--- config.mk ---
export PLATFORM = sky130hd
export DESIGN_NAME = uns_acc_ctrl_flat
export DESIGN_NICKNAME = d
export VERILOG_FILES = /design/src/rtl/uns_acc_ctrl_if.sv /design/src/rtl/uns_acc_ctrl.sv /design/src/flat_wrapper.sv
export SDC_FILE = /design/constraint.sdc
export NUM_CORES = 1
export LEC_CHECK = 0
export ABC_AREA = 1
export BUFFER_PORTS_ARGS = -buffer_cell sky130_fd_sc_hd__buf_4
export CAP_MARGIN = 20
export CORE_MARGIN = 2
export CORE_UTILIZATION = 27
export CTS_BUF_LIST = sky130_fd_sc_hd__clkbuf_2
export DETAILED_ROUTE_END_ITERATION = 10
export SLEW_MARGIN = 10
export SYNTH_ARGS = -nofsm -noshare
export SYNTH_HDL_FRONTEND = slang
export SYNTH_SLANG_ARGS = --single-unit
--- constraint.sdc ---
create_clock -name clk -period 4.71 [get_ports clk]
set_clock_uncertainty 0.15 [all_clocks]
set_input_delay 0.471 -clock clk [delete_from_list [all_inputs] [get_ports clk]]
set_output_delay 0.471 -clock clk [all_outputs]
set_load 0.03 [all_outputs]
--- src/rtl/uns_acc_ctrl_if.sv ---
// Job command channel for the accumulator sequencer: valid/ready handshake plus job fields.
// The master drives requests and the slave (the sequencer) returns ready.
interface uns_acc_ctrl_if #(
  parameter int DW = 3,
  parameter int LW = 4
) ();
  logic          cmd_valid;
  logic          cmd_ready;
  logic [1:0]    cmd_sel;
  logic [DW-1:0] cmd_data1;
  logic [DW-1:0] cmd_data2;
  logic [LW-1:0] cmd_len;

  modport master (
    output cmd_valid, cmd_sel, cmd_data1, cmd_data2, cmd_len,
    input  cmd_ready
  );

  modport slave (
    input  cmd_valid, cmd_sel, cmd_data1, cmd_data2, cmd_len,
    output cmd_ready
  );
endinterface

--- src/rtl/uns_acc_ctrl.sv ---
// Command sequencer for the unsigned accumulator: runs each job for len cycles, captures
// result and overflow, and keeps a one-deep pending job so jobs run back-to-back.
module uns_acc_ctrl #(
  parameter int DW = 3,
  parameter int AW = 6,
  parameter int LW = 4
) (
  input  logic          clk,
  input  logic          i_rst_n,
  uns_acc_ctrl_if.slave cmd,
  input  logic          i_abort,
  output logic          o_acc_rst_n,
  output logic [1:0]    o_acc_sel,
  output logic [DW-1:0] o_acc_data1,
  output logic [DW-1:0] o_acc_data2,
  input  logic [AW-1:0] i_acc_data,
  input  logic          i_acc_carry,
  output logic          o_done,
  output logic [AW-1:0] o_result,
  output logic          o_ovf,
  output logic          o_busy
);

  typedef enum logic [1:0] {
    ST_IDLE    = 2'd0,
    ST_RUN     = 2'd1,
    ST_CAPTURE = 2'd2
  } state_t;

  localparam logic [LW-1:0] LEN_ZERO = {LW{1'b0}};
  localparam logic [LW-1:0] CNT_ONE  = {{(LW-1){1'b0}}, 1'b1};

  state_t        state_r, state_nxt_s;

  logic [1:0]    act_sel_r;
  logic [DW-1:0] act_data1_r, act_data2_r;
  logic [LW-1:0] act_len_r;
  logic [1:0]    pend_sel_r;
  logic [DW-1:0] pend_data1_r, pend_data2_r;
  logic [LW-1:0] pend_len_r;
  logic          pend_valid_r;
  logic [LW-1:0] cnt_r;
  logic          sticky_r;
  logic          acc_rst_n_r, busy_r, done_r, ovf_r;
  logic [AW-1:0] result_r;

  logic ready_s, accept_s;
  logic load_act_cmd_s, load_act_pend_s, load_pend_s;
  logic run_s, capture_s, abort_s;

  // Abort blocks acceptance so a job cannot slip in on the cancelling edge.
  assign ready_s  = ~pend_valid_r & ~i_abort;
  assign accept_s = cmd.cmd_valid & ready_s;

  // State register.
  always_ff @(posedge clk) begin
    if (!i_rst_n) begin
      state_r <= ST_IDLE;
    end else begin
      state_r <= state_nxt_s;
    end
  end

  // Next-state decode and per-edge job control strobes.
  always_comb begin
    state_nxt_s     = state_r;
    load_act_cmd_s  = 1'b0;
    load_act_pend_s = 1'b0;
    load_pend_s     = 1'b0;
    run_s           = 1'b0;
    capture_s       = 1'b0;
    abort_s         = 1'b0;
    case (state_r)
      ST_IDLE: begin
        if (accept_s) begin
          load_act_cmd_s = 1'b1;
          state_nxt_s    = (cmd.cmd_len != LEN_ZERO) ? ST_RUN : ST_CAPTURE;
        end else begin
          state_nxt_s = ST_IDLE;
        end
      end
      ST_RUN: begin
        if (i_abort) begin
          abort_s     = 1'b1;
          state_nxt_s = ST_IDLE;
        end else begin
          run_s       = 1'b1;
          load_pend_s = accept_s;
          if ((cnt_r + CNT_ONE) == act_len_r) begin
            state_nxt_s = ST_CAPTURE;
          end else begin
            state_nxt_s = ST_RUN;
          end
        end
      end
      ST_CAPTURE: begin
        if (i_abort) begin
          abort_s     = 1'b1;
          state_nxt_s = ST_IDLE;
        end else begin
          capture_s = 1'b1;
          // A queued job wins; ready is low whenever one is queued, so no accept competes.
          if (pend_valid_r) begin
            load_act_pend_s = 1'b1;
            state_nxt_s     = (pend_len_r != LEN_ZERO) ? ST_RUN : ST_CAPTURE;
          end else if (accept_s) begin
            load_act_cmd_s = 1'b1;
            state_nxt_s    = (cmd.cmd_len != LEN_ZERO) ? ST_RUN : ST_CAPTURE;
          end else begin
            state_nxt_s = ST_IDLE;
          end
        end
      end
      default: begin
        state_nxt_s = ST_IDLE;
      end
    endcase
  end

  // Active and pending job buffers.
  always_ff @(posedge clk) begin
    if (!i_rst_n) begin
      act_sel_r    <= 2'd0;
      act_data1_r  <= {DW{1'b0}};
      act_data2_r  <= {DW{1'b0}};
      act_len_r    <= {LW{1'b0}};
      pend_sel_r   <= 2'd0;
      pend_data1_r <= {DW{1'b0}};
      pend_data2_r <= {DW{1'b0}};
      pend_len_r   <= {LW{1'b0}};
      pend_valid_r <= 1'b0;
    end else begin
      if (load_act_cmd_s) begin
        act_sel_r   <= cmd.cmd_sel;
        act_data1_r <= cmd.cmd_data1;
        act_data2_r <= cmd.cmd_data2;
        act_len_r   <= cmd.cmd_len;
      end else if (load_act_pend_s) begin
        act_sel_r   <= pend_sel_r;
        act_data1_r <= pend_data1_r;
        act_data2_r <= pend_data2_r;
        act_len_r   <= pend_len_r;
      end
      if (load_pend_s) begin
        pend_sel_r   <= cmd.cmd_sel;
        pend_data1_r <= cmd.cmd_data1;
        pend_data2_r <= cmd.cmd_data2;
        pend_len_r   <= cmd.cmd_len;
        pend_valid_r <= 1'b1;
      end else if (load_act_pend_s || abort_s) begin
        pend_valid_r <= 1'b0;
      end
    end
  end

  // Run counter and carry sticky; both return to zero outside RUN.
  always_ff @(posedge clk) begin
    if (!i_rst_n) begin
      cnt_r    <= {LW{1'b0}};
      sticky_r <= 1'b0;
    end else begin
      if (run_s && (state_nxt_s == ST_RUN)) begin
        cnt_r <= cnt_r + CNT_ONE;
      end else begin
        cnt_r <= {LW{1'b0}};
      end
      if (run_s) begin
        sticky_r <= sticky_r | i_acc_carry;
      end else begin
        sticky_r <= 1'b0;
      end
    end
  end

  // Registered status and the captured result of the last completed job.
  always_ff @(posedge clk) begin
    if (!i_rst_n) begin
      acc_rst_n_r <= 1'b0;
      busy_r      <= 1'b0;
      done_r      <= 1'b0;
      result_r    <= {AW{1'b0}};
      ovf_r       <= 1'b0;
    end else begin
      acc_rst_n_r <= (state_nxt_s == ST_RUN);
      busy_r      <= (state_nxt_s != ST_IDLE);
      done_r      <= capture_s;
      if (capture_s) begin
        result_r <= i_acc_data;
        ovf_r    <= sticky_r | i_acc_carry;
      end
    end
  end

  assign cmd.cmd_ready = ready_s;
  assign o_acc_rst_n   = acc_rst_n_r;
  assign o_acc_sel     = act_sel_r;
  assign o_acc_data1   = act_data1_r;
  assign o_acc_data2   = act_data2_r;
  assign o_done        = done_r;
  assign o_result      = result_r;
  assign o_ovf         = ovf_r;
  assign o_busy        = busy_r;

endmodule

--- src/flat_wrapper.sv ---
// flat-port wrapper written by rule: the top's interface ports become plain ports
module uns_acc_ctrl_flat 
#(
  parameter int DW = 3,
  parameter int AW = 6,
  parameter int LW = 4
)
  (clk, i_rst_n, i_abort, o_acc_rst_n, o_acc_sel, o_acc_data1, o_acc_data2, i_acc_data, i_acc_carry, o_done, o_result, o_ovf, o_busy, cmd_cmd_valid, cmd_cmd_sel, cmd_cmd_data1, cmd_cmd_data2, cmd_cmd_len, cmd_cmd_ready);
  uns_acc_ctrl_if #(.DW(DW), .LW(LW)) cmd_i ();
  input  logic clk;
  input  logic i_rst_n;
  input  logic i_abort;
  output logic o_acc_rst_n;
  output logic [1:0] o_acc_sel;
  output logic [DW-1:0] o_acc_data1;
  output logic [DW-1:0] o_acc_data2;
  input  logic [AW-1:0] i_acc_data;
  input  logic i_acc_carry;
  output logic o_done;
  output logic [AW-1:0] o_result;
  output logic o_ovf;
  output logic o_busy;
  input wire logic [$bits(cmd_i.cmd_valid)-1:0] cmd_cmd_valid;
  input wire logic [$bits(cmd_i.cmd_sel)-1:0] cmd_cmd_sel;
  input wire logic [$bits(cmd_i.cmd_data1)-1:0] cmd_cmd_data1;
  input wire logic [$bits(cmd_i.cmd_data2)-1:0] cmd_cmd_data2;
  input wire logic [$bits(cmd_i.cmd_len)-1:0] cmd_cmd_len;
  output wire logic [$bits(cmd_i.cmd_ready)-1:0] cmd_cmd_ready;
  assign cmd_i.cmd_valid = cmd_cmd_valid;
  assign cmd_i.cmd_sel = cmd_cmd_sel;
  assign cmd_i.cmd_data1 = cmd_cmd_data1;
  assign cmd_i.cmd_data2 = cmd_cmd_data2;
  assign cmd_i.cmd_len = cmd_cmd_len;
  assign cmd_cmd_ready = cmd_i.cmd_ready;
  uns_acc_ctrl #(.DW(DW), .AW(AW), .LW(LW)) u_core (.clk(clk), .i_rst_n(i_rst_n), .cmd(cmd_i), .i_abort(i_abort), .o_acc_rst_n(o_acc_rst_n), .o_acc_sel(o_acc_sel), .o_acc_data1(o_acc_data1), .o_acc_data2(o_acc_data2), .i_acc_data(i_acc_data), .i_acc_carry(i_acc_carry), .o_done(o_done), .o_result(o_result), .o_ovf(o_ovf), .o_busy(o_busy));
endmodule
Word level (Yosys, flattened, before mapping). Cells that the tools add are included.

Register bits: 42. Input port bits: 23. Output and inout bits: 19. Logic and storage cells: 70.

Add/subtract/negate cells: 1. Equal/unequal tests: 4. Mux-type cells: 32. Bitwise gates (word level): 5. Reductions and logical operators: 11.

Operators by type and width (count): $mux W2 (9); $mux W1 (15); $mux W3 (4); $mux W4 (2); $reduce_bool A4 Y1 (2); $pmux W2 S3 (1); $reduce_bool A2 Y1 (3); $add A4 B1 Y4 const B (1); $eq A2 B1 Y1 const B (2); $eq A4 B4 Y1 (1); $reduce_and A2 Y1 (2); $and A1 B1 Y1 (2); $eq A2 B2 Y1 const B (1); $logic_not A2 Y1 (1); $not A1 Y1 (2); $pmux W1 S2 (1); $reduce_or A2 Y1 (1); $logic_and A1 B1 Y1 (1); $logic_or A1 B1 Y1 (1); $or A1 B1 Y1 (1).

Longest topological paths before layout.
Depth after elaboration: 10. Mapped depth: 12. Mapped depth without buffers: 11.

Worst setup path before layout. OpenSTA, ideal clock, no wires.

Path type: register -> register. From: register u_core.state_r[0]. To: register u_core.act_data1_r[0], in the netlist u_core.o_acc_data1[0]. Library setup time: 0.076 ns. Arrival time: 1.356 ns. Data required time: 4.484 ns. Slack: 3.129 ns. Cell stages (with the launch flop): 12. Path buffers: 2. Period minus slack after synthesis: 1.581 ns. Cell sequence: dfxtp_1 > inv_1 > ha_1 > nand2_2 > buf_6 > nand2_4 > nand2_4 > inv_4 > nor2_4 > buf_6 > nand2_2 > a31oi_2.

Word-level cells in the longest chain between the ends: 3. Elaborated cells between the ends (all ways): 6. Those cells by class: eq/ne (1); mux (3); reduce/logical (2).

Ends and longest elaborated chain: start: declaration (RTL line uns_acc_ctrl.sv:33) `state_t state_r, state_nxt_s;`; start signal: assignment (RTL line uns_acc_ctrl.sv:60) `state_r <= state_nxt_s;`; $eq A2 B2 Y1 or $logic_not A2 Y1 (tied branches) (RTL line uns_acc_ctrl.sv:73) `case (state_r)`; $pmux W1 S2 or $mux W1 (tied branches) (RTL line uns_acc_ctrl.sv:73); $mux W3 or $reduce_bool A2 Y1 (tied branches); end signal: assignment (RTL line uns_acc_ctrl.sv:124) `act_data1_r <= {DW{1'b0}};`; end signal: assignment (RTL line uns_acc_ctrl.sv:135) `act_data1_r <= cmd.cmd_data1;`; end signal: assignment (RTL line uns_acc_ctrl.sv:140) `act_data1_r <= pend_data1_r;`; end: declaration (RTL line uns_acc_ctrl.sv:36) `logic [DW-1:0] act_data1_r, act_data2_r;`.

Parallel ways exist; a longest one is shown, timed or not. A chain may end at the register's enable or synchronous reset.

Worst setup path after layout.
From: register u_core.pend_valid_r. To: register u_core.pend_len_r[2].

Word-level cells in the longest chain between the ends: 5.

Ends and longest elaborated chain: start: declaration (RTL line uns_acc_ctrl.sv:41) `logic pend_valid_r;`; start signal: assignment (RTL line uns_acc_ctrl.sv:131) `pend_valid_r <= 1'b0;`; start signal: assignment (RTL line uns_acc_ctrl.sv:149) `pend_valid_r <= 1'b1;`; start signal: assignment (RTL line uns_acc_ctrl.sv:151) `pend_valid_r <= 1'b0;`; $not A1 Y1 (RTL line uns_acc_ctrl.sv:52) `assign ready_s = ~pend_valid_r & ~i_abort;`; $and A1 B1 Y1 (RTL line uns_acc_ctrl.sv:52); $and A1 B1 Y1 (RTL line uns_acc_ctrl.sv:53) `assign accept_s = cmd.cmd_valid & ready_s;`; $mux W1 (RTL line uns_acc_ctrl.sv:83) `if (i_abort) begin`; $mux W1 (RTL line uns_acc_ctrl.sv:73); end signal: assignment (RTL line uns_acc_ctrl.sv:130) `pend_len_r <= {LW{1'b0}};`; end signal: assignment (RTL line uns_acc_ctrl.sv:148) `pend_len_r <= cmd.cmd_len;`; end: declaration (RTL line uns_acc_ctrl.sv:40) `logic [LW-1:0] pend_len_r;`.

Every way passes these cells.

==> out/qor.yml <==
status:
  status: "finished clean"
setup_path:
  critical_path_depth: 4
  r2r_start: "u_core.pend_valid_r"
  crit_path_end: "u_core.pend_len_r[2]"
  worstPathRequired_ps: 4870
  critical_path.startpoint_type: "flop"
  critPathMaxStageDelay_ps: 570
  r2r_end: "u_core.pend_len_r[2]"
  cp_max_fo: 14
  path_class: "reg2reg"
  regToRegSetupSlack_ps: 2720
  end_kind: "flop"
  crit_slowest_cell: "nor3b_4"
  path_cells: "nor3b_4, nand2_1, o21ai_0, a21oi_1"
  worstRegToRegCells: 4
  crit_buf_inv: 0
  worst_ep_arrival_time_ps: 2150
  critPathTopFamily: "simple AND/OR/NAND/NOR gates"
  critPathLaunch: "u_core.pend_valid_r"
timing:
  fin_crit_ps: 1990
  tns_ps: 0
  max_freq_mhz: 502
  hold_violations: 0
  rsz0062_at_grt: "false"
  relSlewSlack: 0.459
  setup_viol: 0
  fin_crit_sh: 0.423
  hold_slack_ps: 143
  slew_violations: 0
  worst_slew_pin_slew_ps: 807
logic_synthesis:
  synth_top_family_by_area: "simple AND/OR/NAND/NOR gates"
  synth_xor_area_frac: 0.00463
  syn_area_per_cell_um2: 7.60
  synthDistinctLibCells: 24
  synth_seq_area_share: 0.444
  synthAdderAreaFrac: 0.0330
  synth.mux.area_fraction: 0
  synth_seq_cells: 42
  synth_compound_area_frac: 0.126
  netlist_instances: 249
  yosysWarnings: 0
  syn-num-nets: 277
  syn_area_um2: 1890
  synth-simple-area-share: 0.320
floorplan:
  die_w_um: 87.7
  die_h_um: 87.7
  die_area_um2: 7700
  io_pins: 42
  fp.coreArea_um2: 6790
  rows: 30
  start_util: 0.279
cts:
  cts_setup_buffers: 0
  numCtsBuffers: 5
  cts_tree: "built"
  clk_latency_ps: 400
  clockBufferDepth: 2
  cts_sinks: 42
  cts_hold_buf: 0
  cts_resized: 0
  clockRootBuffer: "clkbuf_2"
  cts_max_level: 2
  clkTransAtPathRegs_ps: 200
grt:
  grt_pass1_wl_um: 7110
  grt_max_degree: 28
  antenna_found_initial: 0
  grt.total_usage: 0.116
  grt_pass1_vias: 1610
  grt_overflow: 0
detailed_routing:
  drc: 0
  routed_wl_um: 4060
  drt-initial-drc-count: 64
  vias: 1649
  vias_per_cell: 4.29
  wl_per_cell_um: 10.6
  ant_nets: 0
  drt_first_pass_iters: 4
  wl_met1_um: 1960
  wl_met2_um: 1880
  highest_layer: "met4"
  met3_length_um: 159
placed_design:
  numPortBuffers: 41
  place_congestion: 0.750
  hpwl_um: 2930
cells_and_area:
  antennaDiodeCount: 0
  nets: 315
  num-fill-cells: 728
  seqCellArea_um2: 841
  drive_gt1_frac: 0.260
  multiInputGateArea_um2: 915
  area_delta_synth_final_pct: 23.1
power:
  ir_drop_mv: 0.145
  p_leak_nw: 0.909
  p_per_area_nw_per_um2: 277
worst_hold_path:
  hp-class: "in2reg"
flow_run:
  drv_cap: 0
metal layers:
metal  up-vias  GRT usage
li1        884          -
met1       735      0.148
met3         6     0.0330
met5         -          0
met2        24      0.187
met4         0     0.0448
worst min path at each step:
stage                                 from                endpoint  slack, ps  cells past startpoint
finish                         i_acc_carry         u_core.sticky_r        140                      3
CTS                            i_acc_carry         u_core.sticky_r        140                      3
global placement           u_core.sticky_r         u_core.sticky_r        300                      2
global route                 i_acc_data[2]      u_core.o_result[2]        130                      3
detailed placement  u_core.pend_data1_r[2]  u_core.pend_data1_r[2]        300                      2
floorplan                  u_core.sticky_r         u_core.sticky_r        290                      2
cell usage in the layout (no fill, tap or decap), drive strengths merged:
cell    instances
dfxtp          42
a21oi          14
xnor2           1
nand2          75
clkbuf          7
a31oi          12
nand3          21
o21ai          11
nor3b           1
buf            41
bufinv          1
inv            20
nor2           33
clkinv          1
ha              5
nand4           3
sequential cells by signal, indices dropped and copies added, names as in the netlist, 2 cells and up:
register,count
u_core.state_r,2
u_core.pend_data2_r,3
u_core.pend_len_r,4
u_core.cnt_r,4
u_core.pend_sel_r,2
u_core.o_result,6
u_core.o_acc_data2,3
u_core.pend_data1_r,3
u_core.act_len_r,4
u_core.o_acc_data1,3
u_core.o_acc_sel,2
cells in the mapped netlist (all sizes together):
master   n  area (um^2)
nand2   75          324
dfxtp   42          841
nor2    33          134
nand3   21          110
inv     20         77.6
a21oi   14         70.1
a31oi   12          113
o21ai   11         55.1
buf      5         37.5
clkbuf   5         18.8
ha       5         62.6
nand4    3         18.8
clkinv   1         3.75
nor3b    1         18.8
xnor2    1         8.76
cell families (layout without fill, tap and decap cells):
family	after synthesis	after routing
and+or+nand+nor	133	133
DFF	42	42
buffers and inverters	31	70
AOI/OAI and AO/OA	37	37
xor gates and xnor gates	1	1
adders and majority gates	5	5
area by class of cell:
type                    instances  area share
multi-input cells             176       0.393
flip-flops and latches         42       0.361
repair buffers                 41       0.132
well taps                      96      0.0516
inverters                      21      0.0349
clock buffers                   7      0.0150
clock inverters                 1      0.0129
worst reg2reg max path: stages (launching register included):
cell and delay, ps:
dfxtp_1 400, nor3b_4 570, nand2_1 460, o21ai_0 280, a21oi_1 60
power breakdown:
group          switching [mW]  total, mW  internal [mW]  leakage, nW
logic                  0.0395     0.0684         0.0289        0.526
clock network           0.115      0.209         0.0946       0.0432
registers             0.00457      0.367          0.363        0.340
through the flow:
step	instance area (um^2)	std cells	total power, mW	utilization	setup slack [ps]
after global placement	2260	376	0.443	0.333	2530
after global routing	2330	384	0.677	0.343	2530
after floorplan	1890	249	0.414	-	3130
after detailed placement	2260	376	0.444	0.333	2480
after CTS	2330	384	0.652	0.343	2680
final	2330	384	0.645	0.343	2720
Note: power is estimated with default switching activity, not from simulation.
